File: src/rtl/dmem_arbiter_pkg.sv
// Shared op codes, FSM state encoding and helpers for the data-memory arbiter.
package dmem_pkg;

  localparam logic [2:0] LW  = 3'd0;
  localparam logic [2:0] LH  = 3'd1;
  localparam logic [2:0] LHU = 3'd2;
  localparam logic [2:0] LB  = 3'd3;
  localparam logic [2:0] LBU = 3'd4;
  localparam logic [2:0] SB  = 3'd5;
  localparam logic [2:0] SH  = 3'd6;
  localparam logic [2:0] SW  = 3'd7;

  typedef enum logic [1:0] {
    IDLE  = 2'd0,
    LOCK0 = 2'd1,
    LOCK1 = 2'd2
  } state_e;

  function automatic logic is_store(input logic [2:0] op);
    return op >= SB;
  endfunction

endpackage

File: src/rtl/dmem_arbiter_rr_arb2.sv
// Two-way round-robin picker: on a tie the port that did not win last is chosen.
module rr_arb2 (
  input  logic [1:0] req_i,
  input  logic       last_i,
  output logic [1:0] gnt_o
);

  always_comb begin
    gnt_o = req_i;
    if (&req_i) gnt_o = last_i ? 2'b01 : 2'b10;
  end

endmodule

File: src/rtl/dmem_arbiter.sv
// Round-robin data-memory arbiter with RMW bus lock and registered read return.
// Optional alignment checking is enabled by defining DMEM_ARB_ALIGN_CHK_EN.
module dmem_arbiter
  import dmem_pkg::*;
#(
  parameter int AW       = 32,
  parameter int DW       = 32,
  parameter int LOCK_MAX = 8
) (
  input  logic          clk,
  input  logic          rst_n,
  input  logic          req0,
  input  logic [2:0]    op0,
  input  logic [AW-1:0] addr0,
  input  logic [DW-1:0] wdata0,
  input  logic          lock0,
  output logic          gnt0,
  output logic          rvalid0,
  output logic [DW-1:0] rdata0,
  input  logic          req1,
  input  logic [2:0]    op1,
  input  logic [AW-1:0] addr1,
  input  logic [DW-1:0] wdata1,
  input  logic          lock1,
  output logic          gnt1,
  output logic          rvalid1,
  output logic [DW-1:0] rdata1,
  output logic [2:0]    mem_op,
  output logic [AW-1:0] mem_addr,
  output logic [DW-1:0] mem_wdata,
  input  logic [DW-1:0] mem_rdata,
  output logic          lock_err
`ifdef DMEM_ARB_ALIGN_CHK_EN
  ,
  output logic          align_err0,
  output logic          align_err1
`endif
);

  localparam int CW = $clog2(LOCK_MAX + 1);

  state_e          state_q, state_d;
  logic            last_q, last_d;
  logic [CW-1:0]   cnt_q, cnt_d, cnt_inc;
  logic            lock_err_q, lock_err_d;
  logic            rvalid0_q, rvalid0_d, rvalid1_q, rvalid1_d;
  logic [DW-1:0]   rdata0_q, rdata0_d, rdata1_q, rdata1_d;
  logic [1:0]      eff_req, gnt;
  logic [2:0]      sel_op;
  logic [AW-1:0]   sel_addr;
  logic [DW-1:0]   sel_wdata;
  logic            mis;

  // The non-owner is masked out while a lock is held.
  always_comb begin
    eff_req = {req1, req0};
    if (state_q == LOCK0) eff_req[1] = 1'b0;
    if (state_q == LOCK1) eff_req[0] = 1'b0;
  end

  rr_arb2 u_rr (
    .req_i  (eff_req),
    .last_i (last_q),
    .gnt_o  (gnt)
  );

  always_comb begin
    sel_op    = gnt[1] ? op1    : op0;
    sel_addr  = gnt[1] ? addr1  : addr0;
    sel_wdata = gnt[1] ? wdata1 : wdata0;
    mis       = 1'b0;
`ifdef DMEM_ARB_ALIGN_CHK_EN
    case (sel_op)
      LW, SW:      mis = (sel_addr[1:0] != 2'b00);
      LH, LHU, SH: mis = sel_addr[0];
      default:     mis = 1'b0;
    endcase
`endif
    mem_op    = LW;
    mem_addr  = '0;
    mem_wdata = '0;
    if (|gnt) begin
      // A misaligned access is degraded to a load so memory is never written.
      mem_op    = mis ? LW : sel_op;
      mem_addr  = sel_addr;
      mem_wdata = sel_wdata;
    end
  end

  always_comb begin
    rvalid0_d = gnt[0] & ~is_store(op0);
    rvalid1_d = gnt[1] & ~is_store(op1);
    rdata0_d  = rvalid0_d ? (mis ? '0 : mem_rdata) : rdata0_q;
    rdata1_d  = rvalid1_d ? (mis ? '0 : mem_rdata) : rdata1_q;
  end

  // Lock FSM: counter runs every locked cycle so the other port waits at most LOCK_MAX.
  always_comb begin
    state_d    = state_q;
    cnt_d      = cnt_q;
    cnt_inc    = cnt_q + 1'b1;
    last_d     = (|gnt) ? gnt[1] : last_q;
    lock_err_d = 1'b0;
    case (state_q)
      IDLE: begin
        if (gnt[0] && lock0) begin
          state_d = LOCK0;
          cnt_d   = CW'(1);
        end else if (gnt[1] && lock1) begin
          state_d = LOCK1;
          cnt_d   = CW'(1);
        end
      end
      LOCK0, LOCK1: begin
        cnt_d = cnt_inc;
        if (((state_q == LOCK0) ? !lock0 : !lock1) || (cnt_inc >= CW'(LOCK_MAX))) begin
          lock_err_d = (state_q == LOCK0) ? lock0 : lock1;
          state_d    = IDLE;
          cnt_d      = '0;
          last_d     = (state_q == LOCK1);
        end
      end
      default: begin
        state_d = IDLE;
        cnt_d   = '0;
      end
    endcase
  end

  always_ff @(posedge clk or negedge rst_n) begin
    if (!rst_n) begin
      state_q    <= IDLE;
      cnt_q      <= '0;
      last_q     <= 1'b1;
      lock_err_q <= 1'b0;
      rvalid0_q  <= 1'b0;
      rvalid1_q  <= 1'b0;
      rdata0_q   <= '0;
      rdata1_q   <= '0;
    end else begin
      state_q    <= state_d;
      cnt_q      <= cnt_d;
      last_q     <= last_d;
      lock_err_q <= lock_err_d;
      rvalid0_q  <= rvalid0_d;
      rvalid1_q  <= rvalid1_d;
      rdata0_q   <= rdata0_d;
      rdata1_q   <= rdata1_d;
    end
  end

  assign gnt0     = gnt[0];
  assign gnt1     = gnt[1];
  assign rvalid0  = rvalid0_q;
  assign rvalid1  = rvalid1_q;
  assign rdata0   = rdata0_q;
  assign rdata1   = rdata1_q;
  assign lock_err = lock_err_q;
`ifdef DMEM_ARB_ALIGN_CHK_EN
  assign align_err0 = gnt[0] & mis;
  assign align_err1 = gnt[1] & mis;
`endif

endmodule

File: config.mk
export PLATFORM = sky130hd
export DESIGN_NAME = dmem_arbiter
export DESIGN_NICKNAME = d
export VERILOG_FILES = /design/src/rtl/dmem_arbiter_pkg.sv /design/src/rtl/dmem_arbiter_rr_arb2.sv /design/src/rtl/dmem_arbiter.sv
export SDC_FILE = /design/constraint.sdc
export NUM_CORES = 1
export LEC_CHECK = 0
export BUFFER_PORTS_ARGS = -buffer_cell sky130_fd_sc_hd__buf_4
export CORE_AREA = 2 2 118 120
export DETAILED_ROUTE_END_ITERATION = 12
export DIE_AREA = 0 0 120 122
export PLACE_DENSITY_LB_ADDON = 0.08
export SLEW_MARGIN = 30
export SYNTH_ARGS = -nofsm -noshare
export SYNTH_HDL_FRONTEND = slang
export SYNTH_SLANG_ARGS = --single-unit
File: constraint.sdc
create_clock -name clk -period 3.2 [get_ports clk]
set_input_delay 0.16 -clock clk [delete_from_list [all_inputs] [get_ports clk]]
set_output_delay 0.16 -clock clk [all_outputs]
set_load 0.03 [all_outputs]
; ---- After elaboration in Yosys (flattened, before gate mapping)
; Cells that the tools add are included.
[totals]
regBits = 74
wordCells = 55
input_bits = 172
output_inout_bits = 136
[classes]
n_reduce_logical = 10
add_sub_neg = 1
n_eq_ne = 4
n_mux = 25
order_cmp = 3
bitwise = 4
[op_table]
columns = cell, n
row1 = $mux 32, 4
row2 = $mux 4, 3
row3 = $mux 2, 5
row4 = $mux 1, 9
row5 = $pmux 4 s2, 1
row6 = $ge 3x3->1 const B, 2
row7 = $mux 3, 2
row8 = $add 4x1->4 const B, 1
row9 = $ge 4x4->1 const B, 1
row10 = $pmux 2 s2, 1
row11 = $reduce_and 2->1, 2
row12 = $reduce_or 2->1, 2
row13 = $ne 3x3->1 const B, 1
row14 = $and 1x1->1, 2
row15 = $eq 2x1->1 const B, 1
row16 = $eq 2x2->1 const B, 1
row17 = $logic_and 1x1->1, 2
row18 = $logic_not 1->1, 2
row19 = $logic_not 2->1, 1
row20 = $ne 2x2->1 const B, 1
row21 = $not 1->1, 2
row22 = $logic_or 1x1->1, 1

; ---- Logic depth before layout (Yosys ltp)
; Gate-level depths: netlist (run 1).
[logic_depth]
depth_word = 8
ltp_mapped = 8
ltp_nobuf = 7

; ---- Hierarchy
; Synthesis (run 1) repeated with hierarchy kept, for this count alone.
[hier_totals]
hier_cells = 306
hier_area_um2 = 3872.5
[by_module_without_submodules]
columns = module, seq_area_each_um2, cells_each, n_inst, area_per_inst_um2
row1 = dmem_arbiter, 1853.0, 303, 1, 3853.7
row2 = rr_arb2, 0.0, 3, 1, 18.8

; ---- Worst setup path after synthesis (run 1)
; Ideal clock, no wire load.
[synth_timing]
path_kind = register -> output
start = register state_q[0]
end = output port mem_wdata[10]
arrival_ps = 1974
slack_ps = 1066
stages_incl_launch_ff = 9
required_ps = 3040
path_buffers = 1
path_cell_list = dfrtp_1 > inv_1 > ha_1 > and3b_1 > or2_4 > clkinv_4 > clkbuf_1 > nand2_1 > nand2_1
[synth_via]
elab_chain_cells = 6
word_cells_on_any_way = 9
cone_classes = eq/ne (2) / mux (5) / reduce/logical (2)
[synth_lines]
columns = item, line_no
row1 = "start, declared", dmem_arbiter.sv:42  ; state_e state_q, state_d;
row2 = "start signal, assigned", dmem_arbiter.sv:141  ; state_q <= state_d;
row3 = $eq 2x2->1 / $eq 2x1->1 (equally long branches), "dmem_arbiter.sv:58, dmem_arbiter.sv:57"
row4 = $mux 1 (on tied branches), "dmem_arbiter.sv:58, dmem_arbiter.sv:57"
row5 = $reduce_and 2->1, dmem_arbiter_rr_arb2.sv:10  ; if (&req_i) gnt_o = last_i ? 2'b01 : 2'b10;
row6 = $mux 2 (*), dmem_arbiter_rr_arb2.sv:10
row7 = named net gnt1, dmem_arbiter.sv:25  ; output logic gnt1,
row8 = $mux 32 / $reduce_or 2->1 (equally long branches), "dmem_arbiter.sv:70, dmem_arbiter.sv:82"
row9 = $mux 32 (*), dmem_arbiter.sv:82  ; if (|gnt) begin
row10 = "end, declared", dmem_arbiter.sv:30  ; output logic [DW-1:0] mem_wdata,
; Mark *: on every way through the listed nets, which the timed path passes. The rest lies on a longest branch.

; ---- Worst setup path in the final report (run 1)
[layout_timing]
start = register state_q[0]
end = output port mem_wdata[22]
[layout_via]
elab_chain_cells = 6
word_cells_on_any_way = 9
cone_classes = eq/ne (2) / mux (5) / reduce/logical (2)
[layout_lines]
columns = item, line_no
row1 = $eq 2x2->1 / $eq 2x1->1 (equally long branches), "dmem_arbiter.sv:58, dmem_arbiter.sv:57"
row2 = $mux 1 (on tied branches), "dmem_arbiter.sv:58, dmem_arbiter.sv:57"
row3 = $reduce_and 2->1, dmem_arbiter_rr_arb2.sv:10
row4 = $mux 2 (*), dmem_arbiter_rr_arb2.sv:10
row5 = $mux 32 / $reduce_or 2->1 (equally long branches), "dmem_arbiter.sv:70, dmem_arbiter.sv:82"
row6 = $mux 32 (*), dmem_arbiter.sv:82
; Every way passes the cells marked *; elsewhere a longest branch is shown, timed or not.

==> impl_metrics.tcl, run 1 <==
set metrics [dict create \
    insertion_delay_ns 0.33 \
    antenna_cells 0 \
    fin_util 0.502 \
    fillCellCount 1263 \
    fmaxAchievable_mhz 372 \
    ys_types 37 \
    start_util 0.299 \
    antenna_found_initial 0 \
    die_x_um 120 \
    outcome "finished clean" \
    path_cells "inv_1 > ha_1 > and3b_1 > or2_4 > clkinv_4 > buf_4 > nand2_1 > nand2_1 > buf_4" \
    worst_pin_slew_ns 0.688 \
    place_inst 882 \
    critPathKind "reg2out" \
    syn-num-nets 596 \
    final_common_cell "buf_4" \
    place_hpwl_um 9910 \
    setup_tns_ns 0 \
    wl_per_cell_um 14.9 \
    finalNonFillerCells 899 \
    gr-total-overflow 0 \
    timing.final.max_slew_violations 0 \
    timing.rr.start "state_q[0]" \
    dpl-instance-area_um2 6460 \
    grt_max_degree 75 \
    synth_seq_cells 74 \
    areaGrowthSynthToFinish_pct 67.8 \
    vias 4130 \
    crit_arrival_ns 2.53 \
    slew_headroom 0.541 \
    hold_viol_final 0 \
    grt_setup_unrepaired "no" \
    cts_buffer_depth 2 \
    ioPinCount 308 \
    die_area_um2 14600 \
    crit_path_start "state_q[0]" \
    p_sw_frac 0.461 \
    post_cts_buffers 0 \
    final_area_um2 6780 \
    fin_nets 891 \
    setup_viol 0 \
    yosysSeqAreaShare 0.459 \
    internal_power_mw 3.78 \
    irDropWorstVdd_uv 601 \
    path_clk_slew_ns 0.06 \
    syn_inst 419 \
    dieHeight_um 122 \
    power_density_nw_per_um2 1030 \
    p_leak_nw 3.70 \
    grt_pass1_wl_um 19800 \
    r2r_slack_ns 0.79 \
    syn_avg_cell_area_um2 9.64 \
    drt_pass1_iterations 4 \
    combPwrFrac 0.621 \
    cp-endpoint "mem_wdata[22]" \
    clock_sinks 74 \
    crit_required_ns 3.04 \
    cts_root_buffer "clkbuf_16" \
    critPathSlowestCell "buf_4" \
    route.final.wire_length_um 13400 \
    yosys_warnings 0 \
    reg2regPathDepth 7 \
    core_um2 13500 \
    r2r-end "rdata1[1]" \
    post-route-min-period_ns 2.69 \
    place_congestion 0.804 \
    timing.hold.ws_ns 0.0646 \
    finClkSkew_ns 0.00654 \
    floorplan.rows 43 \
    viasPerCell 4.59 \
    final_cell_mix "310 x buf_4, 134 x nand2_1, 73 x dfrtp_1" \
    port_buffers 307 \
    cp-start-kind "register" \
    htree_num_levels 3 \
    syn_area_um2 4040 \
    grt_pass1_vias 3806 \
    min_period_over_period 0.839 \
    grtUsageTotal 0.170 \
    hold_buffers 0 \
    drive_above_1_share 0.558 \
    cts_inserted_buffers 9 \
    cts_tree "yes" \
    worstPathMaxFanout 43 \
    slowest_delay_ns 0.42 \
    ant_nets 0 \
    critPathCaptureType "primary output" \
    drv_cap 0 \
    initialDrtViolationCount 159 \
    p_switching_mw 3.23 \
    clock_power_share 0.142 \
    drc_errors 0 \
    holdCritPathClass "in2reg" \
    p_seq_frac 0.237 \
    ctsResizeCount 0 \
]
[cell usage after synthesis, drive strengths merged]
library cell	n	area [µm²]
and4	1	8.76
and3	1	6.26
nor4	1	6.26
o21ai	7	35.0
a311oi	1	8.76
nand3	65	330
nand2	135	514
ha	5	62.6
inv	7	26.3
nor2	5	18.8
a31o	2	17.5
or2	1	8.76
clkinv	1	8.76
nand3b	1	7.51
buf	22	124
a31oi	1	6.26
dfrtp	73	1830
a211oi	1	7.51
nand2b	2	12.5
or3	1	6.26
a21oi	4	20.0
mux2i	1	10.0
dfstp	1	26.3
mux2	66	852
o32ai	1	8.76
a32o	1	10.0
o211a	1	10.0
o211ai	2	15.0
and3b	1	8.76
nor2b	2	12.5
clkbuf	6	22.5
[registers in the layout (all words and copies together) (netlist names)]
signal	count
rvalid0	1
rdata0	32
rdata1	32
lock_err	1
cnt_q	4
last_q	1
state_q	2
rvalid1	1
[metal layers]
metal,vias to the layer above,routed length [µm],global-route usage
met5,-,0,0
met4,0,264,0.0654
met3,22,1160,0.0543
met2,173,6910,0.297
met1,1928,5040,0.193
li1,2007,-,-
[how the worst min path moves through the flow]
stage | from | endpoint | slack [ns] | cells after the start
3_5_place_dp | rst_n | rdata0[9] | 0.36 | 1
4_1_cts | rst_n | rdata0[9] | 0.004 | 1
6_report | mem_rdata[0] | rdata0[0] | 0.06 | 2
2_1_floorplan | rst_n | cnt_q[0] | -0.14 | 0
5_1_grt | mem_rdata[25] | rdata1[25] | 0.05 | 2
3_3_place_gp | rst_n | rvalid0 | 0.36 | 1
[metrics by stage]
step / setup WS [ns] / power [mW]
floorplan: 1.07 / 4.45
global placement: 0.813 / 6.03
detailed placement: 0.773 / 6.06
CTS: 0.495 / 7.09
global route: 0.325 / 7.40
finish: 0.514 / 7.01
[cell type report]
| type | count | area [µm²] | share of cell area |
|---|---|---|---|
| inverters | 8 | 35.0 | 0.00517 |
| flip-flops and latches | 74 | 1850 | 0.273 |
| multi-input cells | 309 | 2010 | 0.297 |
| repair buffers | 312 | 2350 | 0.347 |
| clock buffers | 9 | 225 | 0.0332 |
| well taps | 180 | 225 | 0.0332 |
| clock inverters | 7 | 76.3 | 0.0113 |
[power groups by stage]
stage / sequential (mW) / combinational (mW) / clock, mW
after global routing: 1.72 / 4.61 / 1.07
after detailed placement: 1.67 / 4.39 / 0
final: 1.66 / 4.35 / 0.995
after global placement: 1.66 / 4.37 / 0
after CTS: 1.67 / 4.40 / 1.03
after floorplan: 2.49 / 1.96 / 0
[kinds of logic (layout without fill, tap and decap cells)]
family	Yosys count	count (layout)	synth area share
and+or+nand+nor	216	216	0.233
DFF	74	74	0.459
muxes	67	67	0.213
buffers and inverters	36	336	0.0449
AOI/OAI and AO/OA	21	21	0.0344
adders and majority gates	5	5	0.0155
[critical path, delay by kind of cell, from the launching register on]
family,cells,cell delay (ns)
buffers and inverters,4,0.87
flip-flops,1,0.40
adder cells (fa/ha/maj),1,0.23
AND/OR/NAND/NOR,4,0.65
(Power assumes the default switching activity.)
==> run 2, diff against run 1 <==
CORE_AREA = 2 2 121 123   (was 2 2 118 120)
DIE_AREA = 0 0 123 125   (was 0 0 120 122)
clock period = 2.17 ns   (was 3.2 ns; I/O delays follow)
==> run 2 against run 1 <==
Net effect:
- the run now ends with setup timing left
- register-to-register slack got worse by 0.72 ns
- worst hold slack got worse by 0.047 ns
- count of clock-buffer cells in the layout rose by 3
- largest cell class unchanged
- worst setup slack worse by 0.52 ns
- power increased by 66%
- sequential power increased by 49%
- global-route usage rose by 1.1 points
- cell count grew 3.4%
- final area is 15% higher
- routed wire length is 17% higher
- non-clock buffer count grew 28
- highest routed layer unchanged
==> impl_metrics.tcl, run 2 (synthesis results as in run 1) <==
set metrics [dict create \
    initialDrtViolationCount 191 \
    finalNonFillerCells 930 \
    critPathKind "reg2out" \
    drv_cap 0 \
    cts_root_buffer "clkbuf_16" \
    crit_required_ns 2.06 \
    setup_viol 1 \
    dieHeight_um 125 \
    gr-total-overflow 0 \
    irDropWorstVdd_uv 1020 \
    crit_arrival_ns 2.07 \
    cts_buffer_depth 2 \
    vias 4348 \
    core_um2 14200 \
    grt_use_met3 0.0497 \
    min_period_over_period 1.00 \
    path_clk_slew_ns 0.05 \
    drive_above_1_share 0.686 \
    grt_max_degree 65 \
    grt_setup_unrepaired "yes" \
    post-route-min-period_ns 2.18 \
    htree_num_levels 3 \
    grt_pass1_wl_um 21800 \
    final_common_cell "buf_4" \
    route.final.wire_length_um 15700 \
    critPathCaptureType "primary output" \
    p_leak_nw 4.10 \
    worstPathMaxFanout 6 \
    die_area_um2 15400 \
    multi_input_area_um2 2330 \
    slowest_delay_ns 0.41 \
    cts_tree "yes" \
    grt_use_met1 0.201 \
    hold_viol_final 0 \
    drt_pass1_iterations 4 \
    insertion_delay_ns 0.33 \
    ioPinCount 308 \
    holdCritPathClass "in2reg" \
    path_cells "inv_2 > ha_4 > and3b_2 > or2_4 > clkinv_8 > buf_12 > clkbuf_16 > nand2_1 > nand2_1 > buf_6" \
    final_cell_mix "273 x buf_4, 72 x dfrtp_1, 64 x nand3_1" \
    seq_area_um2 1850 \
    start_util 0.284 \
    violations "setup timing" \
    critPathSlowestCell "dfrtp_1" \
    place_inst 894 \
    grt_pass1_vias 4140 \
    wl_per_cell_um 16.9 \
    antenna_cells 0 \
    layout_setup_ws_ns -0.00505 \
    worst_path_most_repeated_cell "nand2_1" \
    drc_errors 0 \
    fillCellCount 1252 \
    cts_inserted_buffers 9 \
    worst_pin_slew_ns 0.598 \
    finClkSkew_ns 0.00318 \
    place_hpwl_um 10700 \
    floorplan.rows 44 \
    fmaxAchievable_mhz 460 \
    power_density_nw_per_um2 1500 \
    die_x_um 123 \
    fin_nets 919 \
    place_congestion 0.831 \
    slew_headroom 0.597 \
    viasPerCell 4.68 \
    outcome "finished with violations" \
    ant_nets 0 \
    cp-start-kind "register" \
    met2_usage 0.330 \
    timing.final.max_slew_violations 0 \
    port_buffers 307 \
    grt-busiest-layer "met2" \
    fin_util 0.546 \
    grtUsageTotal 0.181 \
    clock_sinks 74 \
    areaGrowthSynthToFinish_pct 92.2 \
    antenna_found_initial 0 \
]
-- run 2: cell types whose count changed in the layout (fill, tap and decap cells not counted), moves of 4 or more --
| cell | previous run | this run |
|---|---|---|
| buf_12 | 0 | 10 |
| buf_16 | 0 | 4 |
| buf_4 | 310 | 273 |
| buf_6 | 1 | 47 |
| clkbuf_16 | 9 | 13 |
| nand2_1 | 134 | 56 |
| nand2_2 | 0 | 60 |
| nand2_4 | 1 | 18 |
-- run 2: final timing paths --
path,startpoint,to,slack (ns),depth (start not counted)
worst max-delay path,state_q[0],mem_addr[20],-0.005,10
worst max register to register,state_q[0],rdata1[12],0.07,10
max in group asynchronous,rst_n,rdata1[1],1.29,3
min in group asynchronous,rst_n,rdata0[3],0.29,2
worst min-delay path,mem_rdata[3],rdata1[3],0.02,2
worst min register to register,rdata0[26],rdata0[26],0.50,1
-- run 2: critical path, delay by kind of cell, from the launching register on --
kind / cells / cell delay [ns]
AND/OR/NAND/NOR: 4 / 0.60
buffers and inverters: 5 / 0.60
flip-flops: 1 / 0.41
adder cells (fa/ha/maj): 1 / 0.12
-- run 2: routing by layer --
metal | up-vias | routed length [µm] | part of all wire
met4 | 0 | 490 | 0.031
met5 | - | 0 | 0
met2 | 187 | 8230 | 0.52
met3 | 33 | 1360 | 0.086
li1 | 2065 | - | -
met1 | 2063 | 5610 | 0.36
-- run 2: layout make-up --
type                    count  share of cell area
clock buffers              12              0.0318
clock inverters             3             0.00516
inverters                   8             0.00548
multi-input cells         309               0.301
flip-flops and latches     74               0.239
well taps                 184              0.0297
repair buffers            340               0.388
-- run 2: power breakdown --
group          leakage, nW  total (mW)  switching, mW  internal (mW)
sequential           0.881        2.47          0.399           2.07
clock                0.142        1.42          0.512          0.910
combinational         3.08        7.72           4.26           3.46
total                 4.10        11.6           5.17           6.43
-- run 2: what timing repair did --
| item | 4_1_cts | 5_1_grt |
|---|---|---|
| hold buffers | 1 | 0 |
| resized for setup | 32 | 138 |
| setup endpoints to repair | 67 | 100 |
| gates cloned | 3 | 4 |
| buffers inserted | 11 | 2 |
| hold endpoints to repair | 34 | 0 |
| pin swaps | 2 | 33 |
-- run 2: metrics by stage --
stage | setup WS (ns) | hold slack, ns | total power [mW] | TNS [ns] | instance area, µm²
2_1_floorplan | 0.0874 | -0.187 | 6.56 | 0 | 4040
3_3_place_gp | 0.0932 | 0.101 | 9.02 | 0 | 6580
3_5_place_dp | 0.0423 | 0.109 | 9.08 | 0 | 6580
4_1_cts | -0.0270 | 0.00313 | 11.1 | -0.0440 | 7190
5_1_grt | -0.0868 | 0.00233 | 12.2 | -3.16 | 7760
6_report | -0.00505 | 0.0179 | 11.6 | -0.00505 | 7760
==> run 3, diff against run 2 <==
CORE_AREA = 2 2 118 120   (was 2 2 121 123)
DIE_AREA = 0 0 120 122   (was 0 0 123 125)
clock period = 2.8 ns   (was 2.17 ns; I/O delays follow)
==> run 3 against run 2 <==
Net effect:
- the flow now finishes without violations
- core utilization is 3.9 points lower
- sequential power down 23%
- global-route usage shrank 0.52 points
- critical path depth down 2
- non-clock buffer count shrank 26
- routed wire length down 14%
- sequential share of layout area up 3.2 points
- sequential cell count unchanged
- clock skew is 0.0021 ns higher
- highest routed layer unchanged
- first-iteration DRC count fell by 8.4%
- register-to-register slack better by 0.41 ns
- critical path type unchanged
==> impl_metrics.tcl, run 3 (synthesis results as in run 1) <==
set metrics [dict create \
    cp-start-kind "register" \
    port_buffers 307 \
    slew_headroom 0.553 \
    finalNonFillerCells 900 \
    die_area_um2 14600 \
    setup_tns_ns 0 \
    preCtsSetupSlack_ns 0.475 \
    worst_path_most_repeated_cell "buf_4" \
    initialDrtViolationCount 175 \
    areaGrowthSynthToFinish_pct 69.6 \
    min_period_over_period 0.914 \
    grt_setup_unrepaired "no" \
    cts_root_buffer "clkbuf_16" \
    grt_pass1_vias 3903 \
    grt_max_degree 75 \
    setup_viol 0 \
    post-route-min-period_ns 2.56 \
    wl_met2_um 7010 \
    cp_top_family "buffers and inverters" \
    drc_errors 0 \
    holdCritPathClass "in2reg" \
    grtUsageTotal 0.176 \
    critPathKind "reg2out" \
    timing.final.max_slew_violations 0 \
    timing.hold.ws_ns 0.0502 \
    p_leak_nw 3.73 \
    clock_sinks 74 \
    power.total_mw 8.15 \
    path_buf_inv 3 \
    final_common_cell "buf_4" \
    htree_num_levels 3 \
    fillCellCount 1295 \
    route.final.wire_length_um 13500 \
    worst_pin_slew_ns 0.670 \
    wl_per_cell_um 15.0 \
    path_clk_slew_ns 0.06 \
    vias 4095 \
    hold_viol_final 0 \
    gr-total-overflow 0 \
    cts_tree "yes" \
    ioPinCount 308 \
    drt_pass1_iterations 4 \
    slowest_delay_ns 0.51 \
    place_inst 884 \
    insertion_delay_ns 0.32 \
    met3_length_um 1110 \
    place_hpwl_um 10100 \
    path_cells "inv_1 > ha_1 > and3b_1 > or2_4 > buf_4 > nand3_1 > nand2_1 > buf_4" \
    cts_buffer_depth 2 \
    irDropWorstVdd_uv 694 \
    viasPerCell 4.55 \
    drv_cap 0 \
    outcome "finished clean" \
    grt_pass1_wl_um 20600 \
    worstPathMaxFanout 64 \
    layout_setup_ws_ns 0.241 \
    power_density_nw_per_um2 1190 \
    ant_nets 0 \
    antenna_cells 0 \
    fmaxAchievable_mhz 391 \
    crit_required_ns 2.66 \
    final_cell_mix "308 x buf_4, 134 x nand2_1, 73 x dfrtp_1" \
    crit_arrival_ns 2.42 \
    fin_nets 893 \
    finClkSkew_ns 0.00527 \
    place_congestion 0.782 \
    routed.top_layer "met4" \
    die_x_um 120 \
    start_util 0.299 \
    dieHeight_um 122 \
    floorplan.rows 43 \
    critPathSlowestCell "buf_4" \
    critPathCaptureType "primary output" \
    core_um2 13500 \
    drive_above_1_share 0.557 \
    post_cts_buffers 0 \
    antenna_found_initial 0 \
    cts_inserted_buffers 9 \
    met1Wirelength_um 5150 \
]
-- run 3: worst paths after layout --
check                                    from       endpoint  slack [ns]  cells after the start
max in group asynchronous               rst_n     rdata0[19]        1.94                      2
worst min register to register     rdata0[19]     rdata0[19]        0.51                      1
worst min-delay path            mem_rdata[23]     rdata1[23]        0.05                      2
worst max register to register     state_q[0]     rdata1[22]        0.48                      8
worst max-delay path               state_q[0]  mem_wdata[19]        0.24                      8
min in group asynchronous               rst_n        rvalid0        0.39                      2
-- run 3: per-stage QoR --
| step | area [µm²] | util |
|---|---|---|
| detailed placement | 6510 | 0.482 |
| global route | 6850 | 0.507 |
| finish | 6850 | 0.507 |
| global placement | 6510 | 0.482 |
| CTS | 6840 | 0.507 |
| floorplan | 4040 | - |
-- run 3: layout make-up --
| type | instances | area (µm²) | area share |
|---|---|---|---|
| clock inverter | 4 | 76.3 | 0.0111 |
| clock buffer | 11 | 243 | 0.0354 |
| multi-input combinational | 309 | 2010 | 0.294 |
| sequential | 74 | 1850 | 0.271 |
| timing repair buffer | 314 | 2400 | 0.351 |
| tap | 180 | 225 | 0.0329 |
| inverter | 8 | 35.0 | 0.00512 |
-- run 3: worst reg2reg max path: stages, from the launching register on --
cell      delay, ns
dfrtp_1        0.40
inv_1          0.10
ha_1           0.23
and3b_1        0.22
or2_4          0.26
clkinv_4       0.20
nand2_4        0.23
buf_4          0.27
mux2_4         0.30
-- run 3: what timing repair did --
| item | in CTS | in global routing |
|---|---|---|
| hold endpoints to repair | 9 | 0 |
| endpoints found under the setup margin | 0 | 41 |
| gates resized for setup | 0 | 1 |
| hold buffers | 1 | 0 |
-- run 3: metal layers --
layer	vias to the layer above	GRT usage
met3	17	0.0515
li1	2009	-
met1	1908	0.202
met2	161	0.308
met4	0	0.0676
met5	-	0
-- run 3: power by group --
| group | internal [mW] | switching, mW | total (mW) |
|---|---|---|---|
| clock network | 0.801 | 0.420 | 1.22 |
| registers | 1.60 | 0.306 | 1.91 |
| logic | 2.06 | 2.97 | 5.03 |
| total | 4.46 | 3.70 | 8.15 |
